**src/rtl/gray_cnt_pkg.sv**
```systemverilog
// gray_cnt_pkg -- shared definitions for the SR-based Gray counter.
//   WIDTH_MIN / WIDTH_MAX : legal range of the counter width
//   RST_VAL_DEF           : default Gray code loaded on reset
//   bin2gray / gray2bin   : code conversions on a WIDTH_MAX-wide word;
//                           callers zero-extend narrower values in and
//                           truncate results back out.
//   nxt_src_e             : which source feeds the next Gray code
package gray_cnt_pkg;

  localparam int          WIDTH_MIN   = 2;
  localparam int          WIDTH_MAX   = 16;
  localparam int unsigned RST_VAL_DEF = 0;

  typedef logic [WIDTH_MAX-1:0] cw_t;

  typedef enum logic [1:0] {
    SRC_HOLD,
    SRC_LOAD,
    SRC_UP,
    SRC_DOWN
  } nxt_src_e;

  function automatic cw_t bin2gray(input cw_t b);
    return b ^ (b >> 1);
  endfunction

  // XOR-prefix from the MSB down; zero-extended upper bits leave the
  // lower bits of the result unaffected.
  function automatic cw_t gray2bin(input cw_t g);
    cw_t b;
    b[WIDTH_MAX-1] = g[WIDTH_MAX-1];
    for (int i = WIDTH_MAX - 2; i >= 0; i--) b[i] = b[i+1] ^ g[i];
    return b;
  endfunction

endpackage

```
**src/rtl/sr_reg_bit.sv**
```systemverilog
// sr_reg_bit -- one synchronous SR storage bit.
//   clk     : clock, rising edge
//   c       : synchronous active-high clear, loads rst_val
//   rst_val : value taken on clear
//   S, R    : set / reset drive; next = S | (Q & ~R)
//   Q, Qb   : stored bit and its complement
module sr_reg_bit (
  input  logic clk,
  input  logic c,
  input  logic rst_val,
  input  logic S,
  input  logic R,
  output logic Q,
  output logic Qb
);

  always_ff @(posedge clk) begin
    if (c) Q <= rst_val;
    else   Q <= S | (Q & ~R);
  end

  assign Qb = ~Q;

  // The drive logic upstream derives S and R from one target value, so
  // both high at once means that logic is broken.
  a_no_sr_conflict: assert property (@(posedge clk) !(S && R));

endmodule

```
**src/rtl/gray_counter_sr.sv**
```systemverilog
// gray_counter_sr -- up/down Gray counter built from SR storage bits.
//   clk    : clock, rising edge
//   c      : synchronous active-high clear to RST_VAL (beats ld and en)
//   en     : count enable
//   up     : 1 = count up, 0 = count down
//   ld     : synchronous load of ld_val (beats en)
//   ld_val : Gray code to load
//   Q, Qb  : registered Gray count and its complement
//   tc     : terminal count for the current direction (from Q and up)
//   bin    : binary equivalent of Q, present only with GRAY_CNT_BIN_OUT_EN
// Parameters: WIDTH (2..16), RST_VAL (Gray code loaded on clear).
module gray_counter_sr
  import gray_cnt_pkg::*;
#(
  parameter int          WIDTH   = 4,
  parameter int unsigned RST_VAL = RST_VAL_DEF
) (
  input  logic             clk,
  input  logic             c,
  input  logic             en,
  input  logic             up,
  input  logic             ld,
  input  logic [WIDTH-1:0] ld_val,
  output logic [WIDTH-1:0] Q,
  output logic [WIDTH-1:0] Qb,
  output logic             tc
`ifdef GRAY_CNT_BIN_OUT_EN
  ,
  output logic [WIDTH-1:0] bin
`endif
);

  if (WIDTH < WIDTH_MIN || WIDTH > WIDTH_MAX) begin : g_bad_width
    $error("gray_counter_sr: WIDTH out of range");
  end

  localparam logic [WIDTH-1:0] RST_G    = RST_VAL[WIDTH-1:0];
  localparam logic [WIDTH-1:0] TOP_CODE = {1'b1, {(WIDTH-1){1'b0}}};

  logic [WIDTH-1:0] bin_cur, bin_inc, bin_dec;
  logic [WIDTH-1:0] nxt, s_drv, r_drv;
  nxt_src_e         src;

  // Stepping goes through binary: +/-1 there and re-encoding gives the
  // neighbouring Gray code, wrap included, with a single bit flip.
  assign bin_cur = WIDTH'(gray2bin(cw_t'(Q)));
  assign bin_inc = bin_cur + WIDTH'(1);
  assign bin_dec = bin_cur - WIDTH'(1);

  // Clear is applied inside each storage bit, so only ld > en remains.
  always_comb begin
    src = SRC_HOLD;
    if (ld)      src = SRC_LOAD;
    else if (en) src = up ? SRC_UP : SRC_DOWN;
  end

  always_comb begin
    nxt = Q;
    case (src)
      SRC_LOAD: nxt = ld_val;
      SRC_UP:   nxt = WIDTH'(bin2gray(cw_t'(bin_inc)));
      SRC_DOWN: nxt = WIDTH'(bin2gray(cw_t'(bin_dec)));
      default:  nxt = Q;
    endcase
  end

  // Set only bits rising, reset only bits falling: S and R are disjoint.
  assign s_drv = nxt & ~Q;
  assign r_drv = ~nxt & Q;

  for (genvar i = 0; i < WIDTH; i++) begin : g_bit
    sr_reg_bit u_bit (
      .clk     (clk),
      .c       (c),
      .rst_val (RST_G[i]),
      .S       (s_drv[i]),
      .R       (r_drv[i]),
      .Q       (Q[i]),
      .Qb      (Qb[i])
    );
  end

  assign tc = up ? (Q == TOP_CODE) : (Q == '0);

`ifdef GRAY_CNT_BIN_OUT_EN
  // Taps the decode the stepping logic already needs.
  assign bin = bin_cur;
`endif

endmodule

```
**config.mk**
```make
export PLATFORM = sky130hd
export DESIGN_NAME = gray_counter_sr
export DESIGN_NICKNAME = d
export VERILOG_FILES = /design/src/rtl/gray_cnt_pkg.sv /design/src/rtl/sr_reg_bit.sv /design/src/rtl/gray_counter_sr.sv
export SDC_FILE = /design/constraint.sdc
export NUM_CORES = 1
export LEC_CHECK = 0
export ABC_AREA = 1
export CORE_MARGIN = 4
export CORE_UTILIZATION = 30
export CTS_CLUSTER_DIAMETER = 40
export DETAILED_ROUTE_END_ITERATION = 8
export PLACE_DENSITY_LB_ADDON = 0.08
export SLEW_MARGIN = 20
export SYNTH_ARGS = -nofsm -noshare
export SYNTH_HDL_FRONTEND = slang
export SYNTH_SLANG_ARGS = --single-unit
export TNS_END_PERCENT = 20
```
**constraint.sdc**
```tcl
create_clock -name clk -period 5.25 [get_ports clk]
set_input_delay 0.7875 -clock clk [delete_from_list [all_inputs] [get_ports clk]]
set_output_delay 0.7875 -clock clk [all_outputs]
set_load 0.005 [all_outputs]
```
# Word-level counts from Yosys, hierarchy flattened

Index checks and enable logic that the tools add are counted.
Widths: inputs -> output; s select.

Add/sub/neg operators: 2
Multiply operators: 0
Divide/modulo/power cells: 0
$lt $le $gt $ge: 0
Eq/ne operators: 4
Shift operators: 0
Muxes and demuxes: 5
Bitwise operators: 25
Reduce and logical (&&, ||, !) cells: 1

Operator list:

| operator            | number |
|---|---|
| $pmux 4 s3          | 1 |
| $and 4x4->4         | 2 |
| $not 1->1           | 8 |
| $not 4->4           | 2 |
| $xor 4x3->4         | 2 |
| $add 4x1->4 const B | 1 |
| $and 1x1->1         | 4 |
| $eq 2x2->1 const B  | 2 |
| $eq 4x4->1 const B  | 1 |
| $logic_not 4->1     | 1 |
| $mux 2              | 2 |
| $or 1x1->1          | 4 |
| $sub 4x1->4 const B | 1 |
| $xor 1x1->1         | 3 |
| $eq 2x1->1 const B  | 1 |
| $mux 1              | 2 |

Register bits after elaboration: 4
Latch bits: 0
Memory bits (writable): 0
Memory bits (read-only): 0
Input port bits: 9
Output and inout bits: 9
Word-level logic and storage cells: 41
Memories: 0

# Depth between registers and ports, before layout

Gate-level depths: netlist of the first run.

Depth in word-level cells: 11
Mapped depth: 14
Gate-level depth less buffers: 14

# Modules after synthesis

From an unflattened synthesis of the first run, not the netlist that was laid out.

Cells, all modules: 101
Area total of the unflattened synthesis: 560.5 sq um

By module, submodules not included:

| module          | instances | cells each | area an instance (sq um) | sequential area each (sq um) |
|---|---|---|---|---|
| gray_counter_sr | 1         | 69         | 345.3                    | 0.0 |
| sr_reg_bit      | 4         | 8          | 53.8                     | 20.0 |

# Worst setup path after synthesis of the first run

No wires, ideal clock.

Path type: reg2reg
Start: register (tool-made name)
End: register (tool-made name)
Library setup time: 0.109 ns
Data arrival time: 1.750 ns
Data required time: 5.141 ns
Setup slack: 3.391 ns
Stages on the path, launching flop included: 14
Buffers on the path: 0
Period minus slack after synthesis: 1.859 ns
Cells stage by stage: dfxtp_1 -> inv_1 -> ha_1 -> ha_1 -> inv_1 -> nand2_4 -> nand2_1 -> nand3_1 -> nand2_1 -> nand2_1 -> nand3_1 -> nand3_1 -> nand2_1 -> inv_1

# Worst setup path after layout of the first run

Start: input port up
End: output port tc

Cells in the longest elaborated chain, start to end: 1

RTL lines:

| what            | line                  | text |
|---|---|---|
| start, declared | gray_counter_sr.sv:21 | `input logic up,` |
| $mux 1          | gray_counter_sr.sv:83 | `assign tc = up ? (Q == TOP_CODE) : (Q == '0);` |
| end, declared   | gray_counter_sr.sv:26 | `output logic tc` |

Every way passes these cells.

==> results of run 1 <==
## power breakdown
group	internal (mW)	total, mW	switching [mW]	leakage (nW)
clock	0.0256	0.0382	0.0126	0.0138
sequential	0.0332	0.0364	0.00324	0.0332
combinational	0.0303	0.0622	0.0319	0.250
total	0.0890	0.137	0.0478	0.297
## cell type report
cell class                 instances  area, um2  share of cell area (%)
multi-input combinational         53        273                    44.5
timing repair buffer              17        170                    27.8
sequential                         4       80.1                    13.1
inverter                          13       48.8                    7.96
clock buffer                       3       22.5                    3.67
tap                               15       18.8                    3.06
## layout by cell type, fill, tap and decap left out, drive strengths merged
master / n
o2111ai: 1
a31oi: 1
o21ai: 4
clkbuf: 3
a21oi: 3
inv: 13
ha: 3
nand4: 1
o21bai: 1
nand3: 10
clkdlybuf4s50: 17
nand2: 19
nor2: 10
dfxtp: 4
## cells by family (layout without fill, tap and decap cells)
group	after synthesis	count (layout)
flops	4	4
buf+inv	21	33
fa+ha+maj	3	3
compound gates	10	10
simple gates	40	40
## per-layer routing
metal / up-vias / track usage, % / part of all wire (%)
met5: - / 0 / 0
met3: 0 / 4.60 / 8.8
met1: 212 / 12.4 / 46
met4: 0 / 0 / 0
li1: 267 / - / -
met2: 17 / 18.2 / 45
## path summary, 6_finish.rpt
path	startpoint	to	slack, ps
max	up	tc	2490
min	register	register	630
max reg2reg	register	register	3130
min reg2reg	register	register	630
## worst reg2reg max path, stage by stage (launching register included)
cell and delay (ps):
dfxtp_1 400, inv_1 150, ha_1 370, ha_1 350, inv_1 130, nand2_4 60, nand2_1 70, nand3_1 100
nand2_1 90, nand2_1 50, nand3_1 70, nand3_1 80, nand2_1 60, inv_1 30
## metrics by stage
stage | instances | util (%) | cell area (um2)
2_1_floorplan | 78 | - | 462
3_3_place_gp | 102 | 43.2 | 591
3_5_place_dp | 102 | 43.2 | 591
4_1_cts | 105 | 44.9 | 613
5_1_grt | 105 | 44.9 | 613
6_report | 105 | 44.9 | 613
==> results.yml, run 1 <==
logic_synthesis:
  synth.area.mux_share_pct: 0
  synthCells: 78
  synth.top_cells.by_count: "17 x nand2_1, 12 x inv_1, 10 x nand3_1, 9 x nor2_1, 8 x buf_4"
  synth-xor-area-share_pct: 0
  synthSimpleGateAreaFrac_pct: 38.5
  synth-seq-cells: 4
  synthTopCellsByArea: "dfxtp_1 17%, nand2_1 14%, buf_4 13%"
  synth_top_area_cell: "dfxtp_1"
  syn_avg_cell_area_um2: 5.92
  yosysMostFrequentCell: "nand2_1"
  yosysWarnings: 0
  synth_edf_count: 0
  synthAdderAreaFrac_pct: 8.13
  synth_seq_area_share_pct: 17.3
  synth_nets: 90
  synth_cell_type_count: 18
  synth_compound_area_share_pct: 12.5
  synth_area_um2: 462
  synth_top_area_share_pct: 17.3
  async_reset_ff_share_pct: 0
  synth_top_family_by_area: "simple AND/OR/NAND/NOR gates"
  synth_flop_cell: "dfxtp_1"
clock_network:
  clk_pin_slew_worst_paths_ps: 30
  cts_resized: 0
  cts_setup_buffers: 0
  htree_levels: 1
  cts_made_buffers: 3
  cts.root.buffer_cell: "clkbuf_4"
  cts.sinks: 4
  clock_path_buffers: 2
  cts_tree: "yes"
  insertion_delay_ps: 240
  ctsHoldBuffers: 0
floorplanning:
  initial_core_util_pct: 33.8
  dieArea_mm2: 0.00223
  io_pins: 18
  die_w_um: 47.2
  die_y_um: 47.2
  num_rows: 13
  coreArea_mm2: 0.00137
sta:
  slew_viol_final: 0
  slew_headroom_pct: 80.5
  fin_skew_ps: 4.66
  setup_violations: 0
  finalHoldViolCount: 0
  fin_ws_ps: 2490
  rsz0062_at_grt: "false"
  hold-worst-slack_ps: 633
  fin_crit_ps: 2760
  period_share_pct: 52.5
  tns_ps: 0
  fmax_ghz: 0.363
  worst_pin_slew_ps: 292
route:
  drc: 0
  initialDrtViolationCount: 18
  num_vias: 496
  detail_route.wl_per_cell_um: 10.1
  drt_wl_total_mm: 1.06
  vias_per_cell: 4.72
  dr.pass1.iters: 4
  drtAntennaViolNets: 0
setup_path:
  worst-setup-path-type: "in -> out"
  r2r_cells: 13
  worstSetupEndpointType: "primary output"
  path_cells: "clkdlybuf4s50_1 -> o21ai_0 -> nor2_1 -> clkdlybuf4s50_1"
  max_stage_delay_ps: 500
  path_depth: 4
  crit_buf_inv: 2
  crit_family: "buffers and inverters"
  crit_slowest_cell: "clkdlybuf4s50_1"
  cp_max_fo: 3
  path_common_cell: "clkdlybuf4s50_1"
  arrival_ps: 1970
  worstPathRequired_ps: 4460
  critPathLaunchType: "input pin"
job:
  drv_cap: 0
global_route:
  antenna_found_initial: 0
  gr-usage-all-layers_pct: 10.4
  grt_overflow: 0
  grt_pass1_vias: 404
  grt_max_degree: 7
  grt_pass1_wl_mm: 1.62
pwr:
  p_per_area_mw_per_mm2: 223
  vdd_drop_max_uv: 125
  p_total_mw: 0.137
  p_leak_nw: 0.297
finish:
  antenna_cells: 0
  drive_above_1_share_pct: 7.78
  syn2layout_area_growth_pct: 32.8
  n_fill_cell: 167
  nNetsFinal: 104
place:
  dpl_worst_slack_ps: 2490
  gp_congestion: 0.873
  dp_hpwl_um: 914
  io_buffers: 17
outcome:
  status: "complete, no violations"
min_path:
  whs_path_depth: 4
  hp-class: "reg -> reg"
(Power assumes the default switching activity.)
==> run 2: changes to the inputs <==
==> constraint.sdc (replaced) <==
create_clock -name clk -period 2.3 [get_ports clk]
set_input_delay 0.345 -clock clk [delete_from_list [all_inputs] [get_ports clk]]
set_output_delay 0.345 -clock clk [all_outputs]
set_load 0.005 [all_outputs]
==> run 2 against run 1 <==
Non-clock buffer count is 2 higher; highest routed layer unchanged; via count increased by 0.40%; global-route usage shrank 0.085 points; worst setup slack worse by 2200 ps; cell area up 2.4%.
==> results.yml, run 2 (same netlist as run 1, synthesis figures left out) <==
finish:
  drive_above_1_share_pct: 9.78
  stdcell_count: 107
  layout_common_cells: "17 x nand2_1, 17 x clkdlybuf4s50_1, 12 x inv_1"
  n_fill_cell: 167
  antenna_cells: 0
  final_util_pct: 46.0
  fin_area_um2: 628
  syn2layout_area_growth_pct: 36.0
  nNetsFinal: 106
global_route:
  grt_use_met3_pct: 3.45
  use_met1_pct: 13.0
  use_met2_pct: 16.3
  antenna_found_initial: 0
  gr-usage-all-layers_pct: 10.3
  grt_max_degree: 7
  grt_pass1_vias: 409
  grt_pass1_wl_mm: 1.63
  grt_busiest_layer: "met2"
  grt_overflow: 0
setup_path:
  worst-setup-path-type: "reg -> reg"
  critPathLaunchType: "register"
  worstSetupEndpointType: "register"
  cp_max_fo: 5
  worstPathRequired_ps: 2430
  arrival_ps: 2090
route:
  num_vias: 498
  initialDrtViolationCount: 16
  drc: 0
  dr.pass1.iters: 4
  drtAntennaViolNets: 0
  vias_per_cell: 4.65
  detail_route.wl_per_cell_um: 9.79
  drt_wl_total_mm: 1.05
floorplanning:
  io_pins: 18
  coreArea_mm2: 0.00137
  die_w_um: 47.2
  initial_core_util_pct: 33.8
  die_y_um: 47.2
  num_rows: 13
  dieArea_mm2: 0.00223
pwr:
  p_per_area_mw_per_mm2: 501
  p_leak_nw: 0.306
  vdd_drop_max_uv: 328
  p_total_mw: 0.315
clock_network:
  clk_pin_slew_worst_paths_ps: 40
  htree_levels: 1
  cts_tree: "yes"
  cts.root.buffer_cell: "clkbuf_4"
  insertion_delay_ps: 230
  clock_path_buffers: 2
  cts.sinks: 4
  ctsHoldBuffers: 0
  cts_made_buffers: 3
  cts_setup_buffers: 0
  cts_resized: 0
place:
  dp_hpwl_um: 910
  dp.cells: 104
  dpl_worst_slack_ps: 347
  placed_area_um2: 606
  gp_congestion: 0.802
  io_buffers: 17
sta:
  hold-worst-slack_ps: 638
  fin_skew_ps: 1.34
  fmax_ghz: 0.511
  fin_crit_ps: 1960
  period_share_pct: 85.1
  setup_violations: 0
  slew_viol_final: 0
  fin_ws_ps: 342
  worst_pin_slew_ps: 258
  tns_ps: 0
  finalHoldViolCount: 0
  rsz0062_at_grt: "false"
  slew_headroom_pct: 82.8
min_path:
  hp-class: "reg -> reg"
job:
  drv_cap: 0
outcome:
  status: "complete, no violations"
==> run 2: cell types whose count changed in the layout (fill, tap and decap cells not counted) <==
cell / change
buf_4: +2
==> run 2: final cells by class <==
class / instances / area [um2] / share of cell area, %
inverters: 13 / 48.8 / 7.77
flip-flops and latches: 4 / 80.1 / 12.7
multi-input cells: 53 / 273 / 43.4
repair buffers: 19 / 185 / 29.5
well taps: 15 / 18.8 / 2.99
clock buffers: 3 / 22.5 / 3.59
==> run 2: report_power, final <==
| part | internal, mW | switching, mW |
|---|---|---|
| combinational | 0.0725 | 0.0750 |
| clock | 0.0583 | 0.0275 |
| sequential | 0.0757 | 0.00576 |
==> run 2: per-layer routing <==
layer / wire length (um) / share of wire (%)
met3: 99 / 9.4
met2: 444 / 42
met1: 504 / 48
met4: 0 / 0
met5: 0 / 0
==> run 2: worst paths after layout <==
kind	slack (ps)	cells past startpoint	endpoint
worst max-delay path	340	13	register
worst max register to register	340	13	register
worst min register to register	640	2	register
worst min-delay path	640	2	register
==> run 2: critical path, cell delays in order, from the launching register on <==
cell	delay, ps
dfxtp_1	310
inv_1	90
ha_1	370
ha_1	340
inv_1	120
nand2_4	60
nand2_1	70
nand3_1	110
nand2_1	80
nand2_1	50
nand3_1	70
nand3_1	80
nand2_1	60
inv_1	30
